$ cat src/rtl/ppu_vec_pkg.sv
// Shared definitions for the post-processing unit: default widths and the
// packet-tracking state type.
package ppu_pkg;

    localparam int LANES_D   = 4;
    localparam int ACC_W_D   = 32;
    localparam int OUT_W_D   = 8;
    localparam int SHIFT_W_D = 6;
    localparam int CNT_W_D   = 16;

    typedef enum logic {
        IDLE   = 1'b0,
        IN_PKT = 1'b1
    } pkt_state_t;

endpackage

$ cat src/rtl/ppu_vec_if.sv
// Stream bundle for the post-processing unit: accumulator beats in,
// activation beats out, plus the per-packet saturation count.
interface ppu_vec_if
    import ppu_pkg::*;
#(
    parameter int LANES = LANES_D,
    parameter int ACC_W = ACC_W_D,
    parameter int OUT_W = OUT_W_D,
    parameter int CNT_W = CNT_W_D
);

    logic                   in_valid;
    logic                   in_ready;
    logic [LANES*ACC_W-1:0] in_data;
    logic                   in_last;
    logic                   out_valid;
    logic                   out_ready;
    logic [LANES*OUT_W-1:0] out_data;
    logic                   out_last;
    logic [CNT_W-1:0]       out_sat_cnt;

    // Producer of accumulator beats and consumer of activations
    modport master (
        output in_valid, in_data, in_last, out_ready,
        input  in_ready, out_valid, out_data, out_last, out_sat_cnt
    );

    // The post-processing unit itself
    modport slave (
        input  in_valid, in_data, in_last, out_ready,
        output in_ready, out_valid, out_data, out_last, out_sat_cnt
    );

endinterface

$ cat src/rtl/ppu_vec_lane.sv
// Combinational per-lane datapath. The s1_* half does ReLU, optional
// round-half-up and the arithmetic right shift; the s2_* half adds the zero
// point and clamps into the unsigned output range, flagging saturation.
module ppu_lane
    import ppu_pkg::*;
#(
    parameter int ACC_W   = ACC_W_D,
    parameter int OUT_W   = OUT_W_D,
    parameter int SHIFT_W = SHIFT_W_D
) (
    input  logic signed [ACC_W-1:0] s1_x,
    input  logic                    s1_relu_en,
    input  logic                    s1_round_en,
    input  logic [SHIFT_W-1:0]      s1_shift,
    output logic signed [ACC_W-1:0] s1_y,
    input  logic signed [ACC_W-1:0] s2_y,
    input  logic [OUT_W-1:0]        s2_zero_point,
    output logic [OUT_W-1:0]        s2_out,
    output logic                    s2_sat
);

    localparam logic [SHIFT_W:0]        SHIFT_LIM = (SHIFT_W+1)'(ACC_W);
    localparam logic signed [ACC_W+1:0] OUT_MAX   = (ACC_W+2)'((1 << OUT_W) - 1);

    // Rounded arithmetic shift; one extra bit keeps the rounding bias from
    // overflowing. Shifts of ACC_W or more collapse to the sign.
    function automatic logic signed [ACC_W-1:0] round_shift(
        input logic signed [ACC_W-1:0] x,
        input logic                    round_en,
        input logic [SHIFT_W-1:0]      shift
    );
        logic signed [ACC_W:0] xe;
        logic signed [ACC_W:0] bias;
        logic signed [ACC_W:0] xb;
        logic signed [ACC_W:0] xs;
        xe   = {x[ACC_W-1], x};
        bias = '0;
        if ({1'b0, shift} >= SHIFT_LIM) begin
            return x[ACC_W-1] ? '1 : '0;
        end
        if (round_en && (shift != '0)) begin
            bias = (ACC_W+1)'(1) << (shift - SHIFT_W'(1));
        end
        xb = xe + bias;
        xs = xb >>> shift;
        return xs[ACC_W-1:0];
    endfunction

    // Zero-point add and clamp; returns {sat, value}
    function automatic logic [OUT_W:0] clamp_zp(
        input logic signed [ACC_W-1:0] y,
        input logic [OUT_W-1:0]        zp
    );
        logic signed [ACC_W+1:0] z;
        z = {{2{y[ACC_W-1]}}, y} + {{(ACC_W+2-OUT_W){1'b0}}, zp};
        if (z[ACC_W+1]) begin
            return {1'b1, {OUT_W{1'b0}}};
        end
        if (z > OUT_MAX) begin
            return {1'b1, {OUT_W{1'b1}}};
        end
        return {1'b0, z[OUT_W-1:0]};
    endfunction

    logic signed [ACC_W-1:0] x_relu;

    // First half: ReLU then rounded shift
    always_comb begin
        x_relu = (s1_relu_en && s1_x[ACC_W-1]) ? '0 : s1_x;
        s1_y   = round_shift(x_relu, s1_round_en, s1_shift);
    end

    // Second half: zero point and clamp
    always_comb begin
        {s2_sat, s2_out} = clamp_zp(s2_y, s2_zero_point);
    end

endmodule

$ cat src/rtl/ppu_vec.sv
// Multi-lane post-processing unit: two-stage pipeline with valid/ready on
// both sides, packet-scoped configuration capture and a saturating count of
// clamped lanes reported with the last beat of each packet.
module ppu_vec
    import ppu_pkg::*;
#(
    parameter int LANES   = LANES_D,
    parameter int ACC_W   = ACC_W_D,
    parameter int OUT_W   = OUT_W_D,
    parameter int SHIFT_W = SHIFT_W_D,
    parameter int CNT_W   = CNT_W_D
) (
    input  logic               clk,
    input  logic               rst,
    input  logic               cfg_relu_en,
    input  logic               cfg_round_en,
    input  logic [SHIFT_W-1:0] cfg_shift,
    input  logic [OUT_W-1:0]   cfg_zero_point,
    ppu_vec_if.slave           bus
);

    function automatic logic [CNT_W-1:0] cnt_sat_add(
        input logic [CNT_W-1:0] a,
        input logic [CNT_W-1:0] b
    );
        logic [CNT_W:0] s;
        s = {1'b0, a} + {1'b0, b};
        return s[CNT_W] ? '1 : s[CNT_W-1:0];
    endfunction

    function automatic logic [CNT_W-1:0] popcount(input logic [LANES-1:0] f);
        logic [CNT_W-1:0] c;
        c = '0;
        for (int i = 0; i < LANES; i++) begin
            c = c + CNT_W'(f[i]);
        end
        return c;
    endfunction

    pkt_state_t state_q, state_d;
    logic       cfg_capture, use_live;

    logic               relu_q, round_q;
    logic [SHIFT_W-1:0] shift_q;
    logic [OUT_W-1:0]   zp_q;
    logic               relu_cur, round_cur;
    logic [SHIFT_W-1:0] shift_cur;
    logic [OUT_W-1:0]   zp_cur;

    logic s2_adv, s1_adv, in_fire, out_fire;

    logic                    vld_p1, last_p1;
    logic [OUT_W-1:0]        zp_p1;
    logic signed [ACC_W-1:0] y_s1 [LANES];
    logic signed [ACC_W-1:0] y_p1 [LANES];

    logic [OUT_W-1:0]       o_s2 [LANES];
    logic [LANES-1:0]       sat_s2;
    logic                   vld_p2, last_p2;
    logic [LANES-1:0]       sat_p2;
    logic [LANES*OUT_W-1:0] data_p2;

    logic [CNT_W-1:0] cnt_q, pop_p2, cnt_with_beat;

    // Handshake: a stage advances when it is empty or its successor advances
    always_comb begin
        s2_adv   = !vld_p2 || bus.out_ready;
        s1_adv   = !vld_p1 || s2_adv;
        in_fire  = bus.in_valid && s1_adv;
        out_fire = vld_p2 && bus.out_ready;
    end

    // Packet state register
    always_ff @(posedge clk) begin
        if (rst) state_q <= IDLE;
        else     state_q <= state_d;
    end

    // Packet next-state: leave IDLE on a non-last beat, return on a last beat
    always_comb begin
        state_d = state_q;
        case (state_q)
            IDLE:    if (in_fire && !bus.in_last) state_d = IN_PKT;
            IN_PKT:  if (in_fire && bus.in_last)  state_d = IDLE;
            default: state_d = IDLE;
        endcase
    end

    // Packet outputs: first beat uses live cfg and latches it for the rest
    always_comb begin
        use_live    = (state_q == IDLE);
        cfg_capture = use_live && in_fire;
    end

    // Configuration capture at the first beat of a packet
    always_ff @(posedge clk) begin
        if (cfg_capture) begin
            relu_q  <= cfg_relu_en;
            round_q <= cfg_round_en;
            shift_q <= cfg_shift;
            zp_q    <= cfg_zero_point;
        end
    end

    // Configuration seen by the beat currently at the input
    always_comb begin
        relu_cur  = use_live ? cfg_relu_en    : relu_q;
        round_cur = use_live ? cfg_round_en   : round_q;
        shift_cur = use_live ? cfg_shift      : shift_q;
        zp_cur    = use_live ? cfg_zero_point : zp_q;
    end

    for (genvar g = 0; g < LANES; g++) begin : g_lane
        ppu_lane #(
            .ACC_W   (ACC_W),
            .OUT_W   (OUT_W),
            .SHIFT_W (SHIFT_W)
        ) u_lane (
            .s1_x          (bus.in_data[g*ACC_W +: ACC_W]),
            .s1_relu_en    (relu_cur),
            .s1_round_en   (round_cur),
            .s1_shift      (shift_cur),
            .s1_y          (y_s1[g]),
            .s2_y          (y_p1[g]),
            .s2_zero_point (zp_p1),
            .s2_out        (o_s2[g]),
            .s2_sat        (sat_s2[g])
        );
    end

    // ---- Stage S1 boundary: shifted lanes plus the packet's zero point ----
    always_ff @(posedge clk) begin
        if (rst)         vld_p1 <= 1'b0;
        else if (s1_adv) vld_p1 <= bus.in_valid;
    end

    // S1 data loads only on an accepted beat
    always_ff @(posedge clk) begin
        if (in_fire) begin
            for (int i = 0; i < LANES; i++) y_p1[i] <= y_s1[i];
            zp_p1   <= zp_cur;
            last_p1 <= bus.in_last;
        end
    end

    // ---- Stage S2 boundary: clamped activations and saturation flags ----
    always_ff @(posedge clk) begin
        if (rst) begin
            vld_p2  <= 1'b0;
            last_p2 <= 1'b0;
            sat_p2  <= '0;
            data_p2 <= '0;
        end else if (s2_adv) begin
            vld_p2 <= vld_p1;
            if (vld_p1) begin
                last_p2 <= last_p1;
                sat_p2  <= sat_s2;
                for (int i = 0; i < LANES; i++) data_p2[i*OUT_W +: OUT_W] <= o_s2[i];
            end
        end
    end

    // Running count including the beat currently presented
    always_comb begin
        pop_p2        = popcount(sat_p2);
        cnt_with_beat = cnt_sat_add(cnt_q, pop_p2);
    end

    // Per-packet saturation counter, cleared once the last beat is taken
    always_ff @(posedge clk) begin
        if (rst)           cnt_q <= '0;
        else if (out_fire) cnt_q <= last_p2 ? '0 : cnt_with_beat;
    end

    assign bus.in_ready    = s1_adv;
    assign bus.out_valid   = vld_p2;
    assign bus.out_data    = data_p2;
    assign bus.out_last    = vld_p2 && last_p2;
    assign bus.out_sat_cnt = (vld_p2 && last_p2) ? cnt_with_beat : '0;

endmodule

$ cat src/flat_wrapper.sv
// flat-port wrapper written by rule: the top's interface ports become plain ports
module ppu_vec_flat import ppu_pkg::*;
#(
    parameter int LANES   = LANES_D,
    parameter int ACC_W   = ACC_W_D,
    parameter int OUT_W   = OUT_W_D,
    parameter int SHIFT_W = SHIFT_W_D,
    parameter int CNT_W   = CNT_W_D
)
  (clk, rst, cfg_relu_en, cfg_round_en, cfg_shift, cfg_zero_point, bus_in_valid, bus_in_data, bus_in_last, bus_out_ready, bus_in_ready, bus_out_valid, bus_out_data, bus_out_last, bus_out_sat_cnt);
  ppu_vec_if #(.LANES(LANES), .ACC_W(ACC_W), .OUT_W(OUT_W), .CNT_W(CNT_W)) bus_i ();
  input  logic clk;
  input  logic rst;
  input  logic cfg_relu_en;
  input  logic cfg_round_en;
  input  logic [SHIFT_W-1:0] cfg_shift;
  input  logic [OUT_W-1:0] cfg_zero_point;
  input wire logic [$bits(bus_i.in_valid)-1:0] bus_in_valid;
  input wire logic [$bits(bus_i.in_data)-1:0] bus_in_data;
  input wire logic [$bits(bus_i.in_last)-1:0] bus_in_last;
  input wire logic [$bits(bus_i.out_ready)-1:0] bus_out_ready;
  output wire logic [$bits(bus_i.in_ready)-1:0] bus_in_ready;
  output wire logic [$bits(bus_i.out_valid)-1:0] bus_out_valid;
  output wire logic [$bits(bus_i.out_data)-1:0] bus_out_data;
  output wire logic [$bits(bus_i.out_last)-1:0] bus_out_last;
  output wire logic [$bits(bus_i.out_sat_cnt)-1:0] bus_out_sat_cnt;
  assign bus_i.in_valid = bus_in_valid;
  assign bus_i.in_data = bus_in_data;
  assign bus_i.in_last = bus_in_last;
  assign bus_i.out_ready = bus_out_ready;
  assign bus_in_ready = bus_i.in_ready;
  assign bus_out_valid = bus_i.out_valid;
  assign bus_out_data = bus_i.out_data;
  assign bus_out_last = bus_i.out_last;
  assign bus_out_sat_cnt = bus_i.out_sat_cnt;
  ppu_vec #(.LANES(LANES), .ACC_W(ACC_W), .OUT_W(OUT_W), .SHIFT_W(SHIFT_W), .CNT_W(CNT_W)) u_core (.clk(clk), .rst(rst), .cfg_relu_en(cfg_relu_en), .cfg_round_en(cfg_round_en), .cfg_shift(cfg_shift), .cfg_zero_point(cfg_zero_point), .bus(bus_i));
endmodule
$ cat config.mk
export PLATFORM = sky130hd
export DESIGN_NAME = ppu_vec_flat
export DESIGN_NICKNAME = d
export VERILOG_FILES = /design/src/rtl/ppu_vec_pkg.sv /design/src/rtl/ppu_vec_if.sv /design/src/rtl/ppu_vec_lane.sv /design/src/rtl/ppu_vec.sv /design/src/flat_wrapper.sv
export SDC_FILE = /design/constraint.sdc
export NUM_CORES = 1
export LEC_CHECK = 0
export CORE_AREA = 4 4 331 333
export DETAILED_ROUTE_END_ITERATION = 10
export DIE_AREA = 0 0 335 337
export PLACE_DENSITY_LB_ADDON = 0.12
export SYNTH_ARGS = -nofsm -noshare
export SYNTH_HDL_FRONTEND = slang
export SYNTH_SLANG_ARGS = --single-unit
$ cat constraint.sdc
create_clock -name clk -period 20 [get_ports clk]
set_clock_uncertainty 0.05 [all_clocks]
set_input_delay 4 -clock clk [delete_from_list [all_inputs] [get_ports clk]]
set_output_delay 4 -clock clk [all_outputs]
set_load 0.03 [all_outputs]
Word level (Yosys, flattened, before mapping)
Memory sizes are Yosys's and may differ from the RTL's.
Index checks and enable logic that the tools add are counted.
Widths: inputs -> output; s select.
- register bits: 81
- bits in writable memories: 128
- input bits: 149
- logic and storage cells: 115
- memories kept: 1
- $add $sub $neg: 13
- $lt $le $gt $ge: 5
- shift-type cells: 5
- mux-type cells: 59
- bitwise logic cells: 1
- reductions and logical operators: 18
- memory list (memory ; depth ; bits a word ; rd ports ; clocked after memory_dff ; write ports ; line ; text):
    u_core.y_p1 ; 4 ; 32 ; 4 ; 0 ; 4 ; ppu_vec.sv:55 ; logic signed [ACC_W-1:0] y_p1 [LANES];
- operators with widths (kind ; number):
    $mux 32 ; 16
    $mux 9 ; 16
    $add 32x33->33 ; 4
    $add 32x9->33 ; 4
    $gt 33x9->1 const B ; 4
    $sshr 33x6->32 ; 4
    $mux 33 ; 2
    $mux 16 ; 3
    $shl 1x6->33 const A ; 1
    $add 16x1->16 ; 2
    $mux 1 ; 19
    $add 16x16->17 ; 1
    $logic_and 1x1->1 ; 11
    $mux 8 ; 1
    $ge 6x6->1 const B ; 1
    $mux 6 ; 1
    $reduce_bool 6->1 ; 1
    $sub 6x1->6 const B ; 1
    $logic_not 1->1 ; 3
    $add 1x1->2 ; 1
    $logic_or 1x1->1 ; 2
    $pmux 1 s2 ; 1
    $reduce_and 2->1 ; 1
    $not 1->1 ; 1

Depth between registers and ports, before layout
Gate-level depths: netlist (run 1).
- word-level depth: 8
- depth in mapped cells: 32
- mapped depth without buffers: 22

Hierarchy
From an unflattened synthesis (run 1), not the netlist that was laid out.
- cell total of the unflattened synthesis: 4023
- area total of the unflattened synthesis: 30235.2 um^2
- modules (own cells, without submodules) (module ; instances ; cells each ; area each (um^2)):
    ppu_lane at u_core.g_lane[1].u_lane ... ; 2 ; 866 ; 5584.1
    ppu_vec ; 1 ; 509 ; 7449.6
    ppu_lane at u_core.g_lane[0].u_lane ; 1 ; 908 ; 5834.3
    ppu_lane at u_core.g_lane[3].u_lane ; 1 ; 874 ; 5783.0

Worst setup path before layout (run 1)
Ideal clock, no wire load.
- path type: input -> register
- start: input cfg_shift[0]
- end: memory u_core.y_p1[3][1] (netlist name) (data pin)
- data arrival time: 11.359 ns
- data required time: 19.805 ns
- slack: 8.446 ns
- stages: 30
- cells stage by stage: mux2i_2 > buf_2 > buf_2 > buf_1 > nand2_1 > inv_1 > clkbuf_1 > buf_1 > buf_1 > ha_1 > clkbuf_1 > clkbuf_1 > nand3_1 > clkbuf_1 > nor2_1 > ha_1 > clkbuf_1 > and2_1 > a311oi_1 > o21bai_1 > a21o_1 > a221o_1 > a221o_1 > mux2_2 > a311oi_1 > o22ai_1 > a221o_1 > mux2_2 > mux2_2 > o21ai_1
- RTL lines (element ; line ; text):
    start, declared ; flat_wrapper.sv:16 ; input logic [SHIFT_W-1:0] cfg_shift;
    end, declared ; ppu_vec.sv:55 ;

==> results of run 1 <==
## cells by family (layout without fill, tap and decap cells)
| logic type | Yosys count | in the layout |
|---|---|---|
| AO/OA/AOI/OAI | 1651 | 1651 |
| XOR/XNOR | 172 | 172 |
| adder cells (fa/ha/maj) | 157 | 157 |
| buffers and inverters | 403 | 440 |
| flip-flops | 209 | 209 |
| multiplexers | 133 | 133 |
| other | 0 | 1 |
| AND/OR/NAND/NOR | 1653 | 1653 |
## power by group through the flow
stage               combinational [mW]  sequential, mW  clock [mW]
floorplan                        0.557           0.565           0
global placement                 0.889           0.577           0
detailed placement               0.886           0.577           0
CTS                              0.889           0.568       0.524
global route                     0.976           0.574       0.543
finish                           0.916           0.568       0.509
## layer usage
layer | vias to the layer above | share of wire (%) | GRT usage, %
li1 | 16927 | - | -
met1 | 17806 | 45 | 40.2
met2 | 1906 | 42 | 42.0
met3 | 301 | 8.1 | 4.24
met4 | 0 | 4.7 | 11.0
met5 | - | 0 | 0
## through the flow
stage	hold WS (ns)	std cells	instance area (um2)	util, %
finish	0.406	5819	36200	33.9
global route	0.428	5818	36100	33.9
CTS	0.412	5818	36100	33.9
detailed placement	0.397	5770	35200	33.0
global placement	0.397	5770	35200	33.0
floorplan	0.414	4378	31800	-
## final timing paths
check / slack, ns / start / to / depth (start not counted)
worst max register to register: 9.77 / flip-flop / u_core.y_p1[3][6] / 21
worst max-delay path: 6.90 / cfg_shift[0] / u_core.y_p1[3][6] / 21
worst min-delay path: 0.41 / u_core.bus.out_data[17] / u_core.bus.out_data[17] / 2
worst min register to register: 0.41 / u_core.bus.out_data[17] / u_core.bus.out_data[17] / 2
## Yosys cell counts (89+ instances only)
| cell | n | area share [%] |
|---|---|---|
| edfxtp_1 | 153 | 14 |
| nor3_1 | 118 | 1.9 |
| a21o_1 | 120 | 2.8 |
| a21oi_1 | 353 | 5.6 |
| inv_1 | 89 | 1.1 |
| o21ai_0 | 257 | 4.0 |
| nand3_1 | 161 | 2.5 |
| xnor2_1 | 115 | 3.2 |
| ha_1 | 140 | 5.5 |
| and2_1 | 144 | 2.8 |
| clkbuf_1 | 261 | 3.1 |
| nand2_1 | 436 | 5.2 |
| nor2_1 | 411 | 4.9 |
## sequential cells by signal, summed over array words and instances, names as in the netlist, named ones only
| name | flops |
|---|---|
| u_core.round_q | 1 |
| u_core.y_p1 | 128 |
| u_core.sat_p2 | 4 |
| u_core.bus.out_valid | 1 |
| u_core.zp_q | 8 |
| u_core.bus.out_data | 32 |
| u_core.shift_q | 6 |
| u_core.last_p1 | 1 |
| u_core.vld_p1 | 1 |
| u_core.relu_q | 1 |
| u_core.zp_p1 | 8 |
| u_core.cnt_q | 16 |
| u_core.last_p2 | 1 |
## critical path: stages
cell             delay [ns]
clkdlybuf4s50_1        0.51
mux2i_4                0.17
buf_4                  0.58
nand4_1                1.06
mux2i_4                0.96
nand2_1                0.27
nor2_1                 0.94
ha_1                   0.50
and3_1                 0.23
a221oi_1               0.47
o21ai_0                0.26
o21a_1                 0.31
and2_1                 0.20
a41oi_1                0.16
o21ai_1                0.20
o41ai_1                0.40
xor2_1                 0.90
a221oi_1               0.24
mux2i_1                0.37
nor2_1                 0.07
or4_1                  0.44
## layout make-up
type                    instances  share of cell area, %
repair buffers                301                   7.63
flip-flops and latches        209                   15.8
clock buffers                  28                   1.88
clock inverters                20                  0.668
well taps                    1403                   4.86
diodes                          1                0.00692
inverters                      91                  0.945
multi-input cells            3766                   68.2
==> metrics.md, run 1 <==
| Metric | Value |
|---|---|
| Fraction of power consumed by sequential logic | 28.5% |
| Ys Warns | 0 |
| Sw Ratio | 43.5% |
| Commonest non-fill, non-tap cells in the layout | 435 x nand2_1, 403 x nor2_1, 353 x a21oi_1 |
| DRT antenna net count | 0 |
| P per Cell Area | 55.1 nW/um2 |
| Longest Clk Path Bufs | 3 |
| Largest family of logic cells by synthesized area | compound AO/OA/AOI/OAI gates |
| Synth Area in Compound Gates | 36.0% |
| Asr flop ratio synth | 0% |
| Sequential-to-total area share from yosys stat | 18.0% |
| Layout overhead on the synthesized area | 13.8% |
| WS Path Type | primary input to flip-flop |
| DR vias | 36,940 |
| Finish-stage setup viols | 0 |
| Slew HR | 7.33% |
| P_sw | 867 uW |
| CP endpoint kind | flip-flop |
| Port Buffers | 199 |
| Commonest non-fill, non-tap cell in the layout | nand2_1 |
| DIE HEIGHT | 337 um |
| Core Rows | 120 |
| Dpl ws | 6.70 ns |
| I/O pins | 200 |
| Gp weighted congestion | 0.984 |
| Mean area per synthesized cell | 7.26 um2 |
| Detailed placer's ending HPWL | 129,000 um |
| WL/cell | 28.4 um |
| H-tree Lvls | 1 |
| Nets | 4,691 |
| Unique masters post-synth | 113 |
| Mux cell area share after synthesis | 4.51% |
| Initial antenna violation count | 2 |
| Core footprint | 107,000 um2 |
| Max Slew Vio Count | 0 |
| Post-synthesis simple-gate area fraction | 25.6% |
| Final WS setup | 6.90 ns |
| CP Data Required Time | 20.23 ns |
| Number of global-route vias before repair | 34,241 |
| Share of layout cells above drive strength 1 | 6.48% |
| Synth Area in XOR/XNOR | 4.74% |
| Clock Sinks | 209 |
| Status | complete, no violations |
| Post-Synthesis Cell Area | 31,800 um2 |
| Tot Pwr | 1.99 mW |
| Die X | 335 um |
| Combinational fraction of design power | 46.0% |
| Number of flops mapped to enable cells by yosys | 153 |
| CTS buffer count | 27 |
| Fill cells | 11,569 |
| Routed vias/inst | 6.35 |
| P_int | 1.13 mW |
| Startpoint types | primary input |
| Number of setup buffers added after CTS | 0 |
| Routed WL | 165,000 um |
| Hold Path Class | flip-flop to flip-flop |
| Critical Path Fanout Max | 48 |
| Total track usage | 28.0% |
| RSZ-0062 raised after global routing | no |
| Global-route wire length before repair | 241,000 um |
| Fin crit period | 13.10 ns |
| TritonCTS clock tree | built |
| Leakage | 13.5 nW |
| CTS clock-pin slew for the worst setup and hold paths | 0.06 ns |
| Final Hold Viols | 0 |
| FF/Latch Area | 5720 um2 |
| Post-cts hold buffer count | 0 |
| CTS resizes | 0 |
| Full die area | 113,000 um2 |
| Synth Register Bits | 209 |
| Setup TNS | 0 ns |
| Worst-Skew Late Latency | 0.61 ns |
| Syn_nets | 4,673 |
| MaxCap Viol Count | 0 |
| Clock power share | 25.5% |
| Largest net degree at the start of global routing | 67 |
| Remaining Overflow, GRT | 0 |
| Final Cycle Share | 65.5% |
| Worst slew pin tran | 1.38 ns |
| Initial Util | 29.8% |
| Drc violations | 0 |
| Primary FF master, synth | edfxtp_1 |
| Synth Area in Adders | 6.24% |
| Worst IR Drop VDD | 0.0682 mV |
| Area occupied by multi-input gates | 24,700 um2 |
| Mapped Cells | 4,378 |
| Crit path DAT | 13.33 ns |
| Drt first pass iters | 7 |
| Starting DRC count in detailed routing | 4,577 |
| Max Clock Freq | 76.3 MHz |
| CTS root buf | clkbuf_16 |
(Power assumes the default switching activity.)
==> run 2, diff against run 1 <==
- clock period: 20 -> 12.1 ns (I/O delays scaled with it)
==> run 2 against run 1 <==
Compared with the run above: utilization hardly changed; clock power is 56% higher; critical path type unchanged; worst hold slack worse by 0.0048 ns; sequential share of layout area hardly changed; via count hardly changed; routed wire length is 1.5% lower; largest power group unchanged.
==> metrics.md, run 2 (synthesized netlist as in run 1, its figures left out) <==
| Metric | Value |
|---|---|
| Routed vias/inst | 6.34 (was 6.35) |
| Worst-Skew Late Latency | 0.60 ns (was 0.61 ns) |
| Hold path cells | 2 (unchanged) |
| CP peak stage delay | 0.70 ns (was 1.06 ns) |
| MaxCap Viol Count | 0 (unchanged) |
| Leakage | 13.5 nW (about the same) |
| Number of global-route vias before repair | 33,745 (was 34,241) |
| I/O pins | 200 (unchanged) |
| H-tree Lvls | 1 (unchanged) |
| WS Path Type | primary input to flip-flop (unchanged) |
| DIE HEIGHT | 337 um (unchanged) |
| Fin crit period | 10.03 ns |
| Drt first pass iters | 6 (was 7) |
| Core footprint | 107,000 um2 (unchanged) |
| Setup TNS | 0 ns (unchanged) |
| Clock Sinks | 209 (unchanged) |
| Detailed placer's ending HPWL | 127,000 um (was 129,000 um) |
| Full die area | 113,000 um2 (unchanged) |
| Initial antenna violation count | 3 (was 2) |
| Hold Path Class | flip-flop to flip-flop (unchanged) |
| Slowest cell on crit path | a2111oi_2 (was nand4_1) |
| Layout overhead on the synthesized area | 13.6% (was 13.8%) |
| Worst IR Drop VDD | 0.0925 mV (was 0.0682 mV) |
| Status | complete, no violations (unchanged) |
| Clock power share | 24.4% (was 25.5%) |
| Final Cycle Share | 82.9% |
| CP Data Required Time | 12.31 ns (was 20.23 ns) |
| FF-to-FF setup slack | 3.26 ns (was 9.77 ns) |
| Share of layout cells above drive strength 1 | 6.34% (was 6.48%) |
| Initial Util | 29.8% (unchanged) |
| Die X | 335 um (unchanged) |
| P_sw | 1.42 mW (was 867 uW) |
| Startpoint types | primary input (unchanged) |
| Longest Clk Path Bufs | 3 (unchanged) |
| Starting DRC count in detailed routing | 4,489 (was 4,577) |
| Number of setup buffers added after CTS | 0 (unchanged) |
| Nets | 4,691 (unchanged) |
| Critical Path Fanout Max | 51 (was 48) |
| Finish-stage setup viols | 0 (unchanged) |
| CTS buffer count | 26 (was 27) |
| Post-cts hold buffer count | 0 (unchanged) |
| Largest net degree at the start of global routing | 112 (was 67) |
| Drc violations | 0 (unchanged) |
| Largest register FFs | 128 (unchanged) |
| Combinational fraction of design power | 46.6% (was 46.0%) |
| RSZ-0062 raised after global routing | no (unchanged) |
| TritonCTS clock tree | built (unchanged) |
| Largest register by flop count | u_core.y_p1 (unchanged) |
| Cell occurring most often along the worst timing path | buf_4 |
| Worst slew pin tran | 1.20 ns (was 1.38 ns) |
| WHS Endpoint | u_core.bus.out_data[23] (was u_core.bus.out_data[17]) |
| Reg2reg path depth | 20 (was 21) |
| HP Start | u_core.bus.out_data[23] (was u_core.bus.out_data[17]) |
| P_int | 1.82 mW (was 1.13 mW) |
| WL/cell | 28.0 um (was 28.4 um) |
| Remaining Overflow, GRT | 0 (unchanged) |
| Commonest non-fill, non-tap cells in the layout | 435 x nand2_1, 405 x nor2_1, 353 x a21oi_1 (was 435 x nand2_1, 403 x nor2_1, 353 x a21oi_1) |
| DR vias | 36,925 (was 36,940) |
| Total track usage | 27.5% (was 28.0%) |
| Fraction of power consumed by sequential logic | 28.9% (was 28.5%) |
| CTS resizes | 0 (unchanged) |
| DRT antenna net count | 0 (unchanged) |
| FF/Latch Area | 5720 um2 (unchanged) |
| CTS root buf | clkbuf_16 (unchanged) |
| Max Clock Freq | 99.7 MHz |
| Global-route wire length before repair | 236,000 um (was 241,000 um) |
| Hold_ws | 0.401 ns (was 0.406 ns) |
| P per Cell Area | 89.8 nW/um2 (was 55.1 nW/um2) |
| Commonest non-fill, non-tap cell in the layout | nand2_1 (unchanged) |
| Area occupied by multi-input gates | 24,600 um2 (was 24,700 um2) |
| CP endpoint kind | flip-flop (unchanged) |
| Port Buffers | 199 (unchanged) |
| Fill cells | 11,552 (was 11,569) |
| Sw Ratio | 43.9% (was 43.5%) |
| Crit path DAT | 10.24 ns (was 13.33 ns) |
| Gp weighted congestion | 1.01 (was 0.984) |
| Routed WL | 163,000 um (was 165,000 um) |
| Final Hold Viols | 0 (unchanged) |
| Slew HR | 19.2% (was 7.33%) |
| CTS clock-pin slew for the worst setup and hold paths | 0.06 ns (about the same) |
| Crit Reg-Reg Endpoint | u_core.y_p1[1][3] (was u_core.y_p1[3][6]) |
| Max Slew Vio Count | 0 (unchanged) |
| Core Rows | 120 (unchanged) |
-- run 2: changes by cell type in the layout (fill, tap and decap cells not counted), sizes merged --
cell / change
clkinvlp: -1
inv: -2
diode: +2
buf: +1
bufinv: -2
clkbuf: +3
clkinv: +2
-- run 2: layer usage --
metal  global-route usage (%)  share of wire [%]  wire length (um)
met1                     39.1                 45             73200
met4                     10.5                4.6              7490
met3                     4.51                8.6             14000
met5                        0             0.0080                13
met2                     41.4                 42             68300
-- run 2: worst max path at each step --
stage,startpoint,to
6_report,cfg_shift[0],u_core.y_p1[2][10]
5_1_grt,cfg_shift[2],u_core.y_p1[3][24]
4_1_cts,cfg_shift[0],u_core.y_p1[2][10]
3_5_place_dp,cfg_shift[0],u_core.y_p1[2][10]
3_3_place_gp,cfg_shift[2],u_core.y_p1[1][3]
2_1_floorplan,cfg_shift[0],u_core.y_p1[3][1]
-- run 2: cell type report --
cell class              instances  share of cell area, %
multi-input cells            3766                   68.3
flip-flops and latches        209                   15.8
repair buffers                302                   7.69
well taps                    1403                   4.86
clock buffers                  31                   1.91
inverters                      91                  0.946
clock inverters                17                  0.451
diodes                          3                 0.0208
-- run 2: stage by stage --
| stage | area [um2] | cells | total power, mW | util (%) | setup slack (ns) |
|---|---|---|---|---|---|
| final | 36100 | 5822 | 3.24 | 33.9 | 2.07 |
| after detailed placement | 35200 | 5771 | 2.41 | 33.1 | 1.82 |
| after CTS | 36100 | 5819 | 3.22 | 33.9 | 2.35 |
| after global placement | 35200 | 5771 | 2.42 | 33.1 | 1.85 |
| after floorplan | 31800 | 4378 | 1.85 | - | 2.13 |
| after global routing | 36100 | 5819 | 3.39 | 33.9 | 1.90 |
-- run 2: critical path, delay by kind of cell --
kind                     cells  cell delay (ns)
XOR/XNOR                     1             0.56
adder cells (fa/ha/maj)      2             0.60
multiplexers                 1             0.23
buffers and inverters        7             2.38
AO/OA/AOI/OAI               10             3.19
AND/OR/NAND/NOR              5             0.80
-- run 2: power by group through the flow --
stage,clock (mW),combinational (mW),sequential [mW]
5_1_grt,0.843,1.60,0.947
3_3_place_gp,0,1.46,0.953
6_report,0.792,1.51,0.938
4_1_cts,0.814,1.46,0.939
3_5_place_dp,0,1.46,0.954
2_1_floorplan,0,0.921,0.934
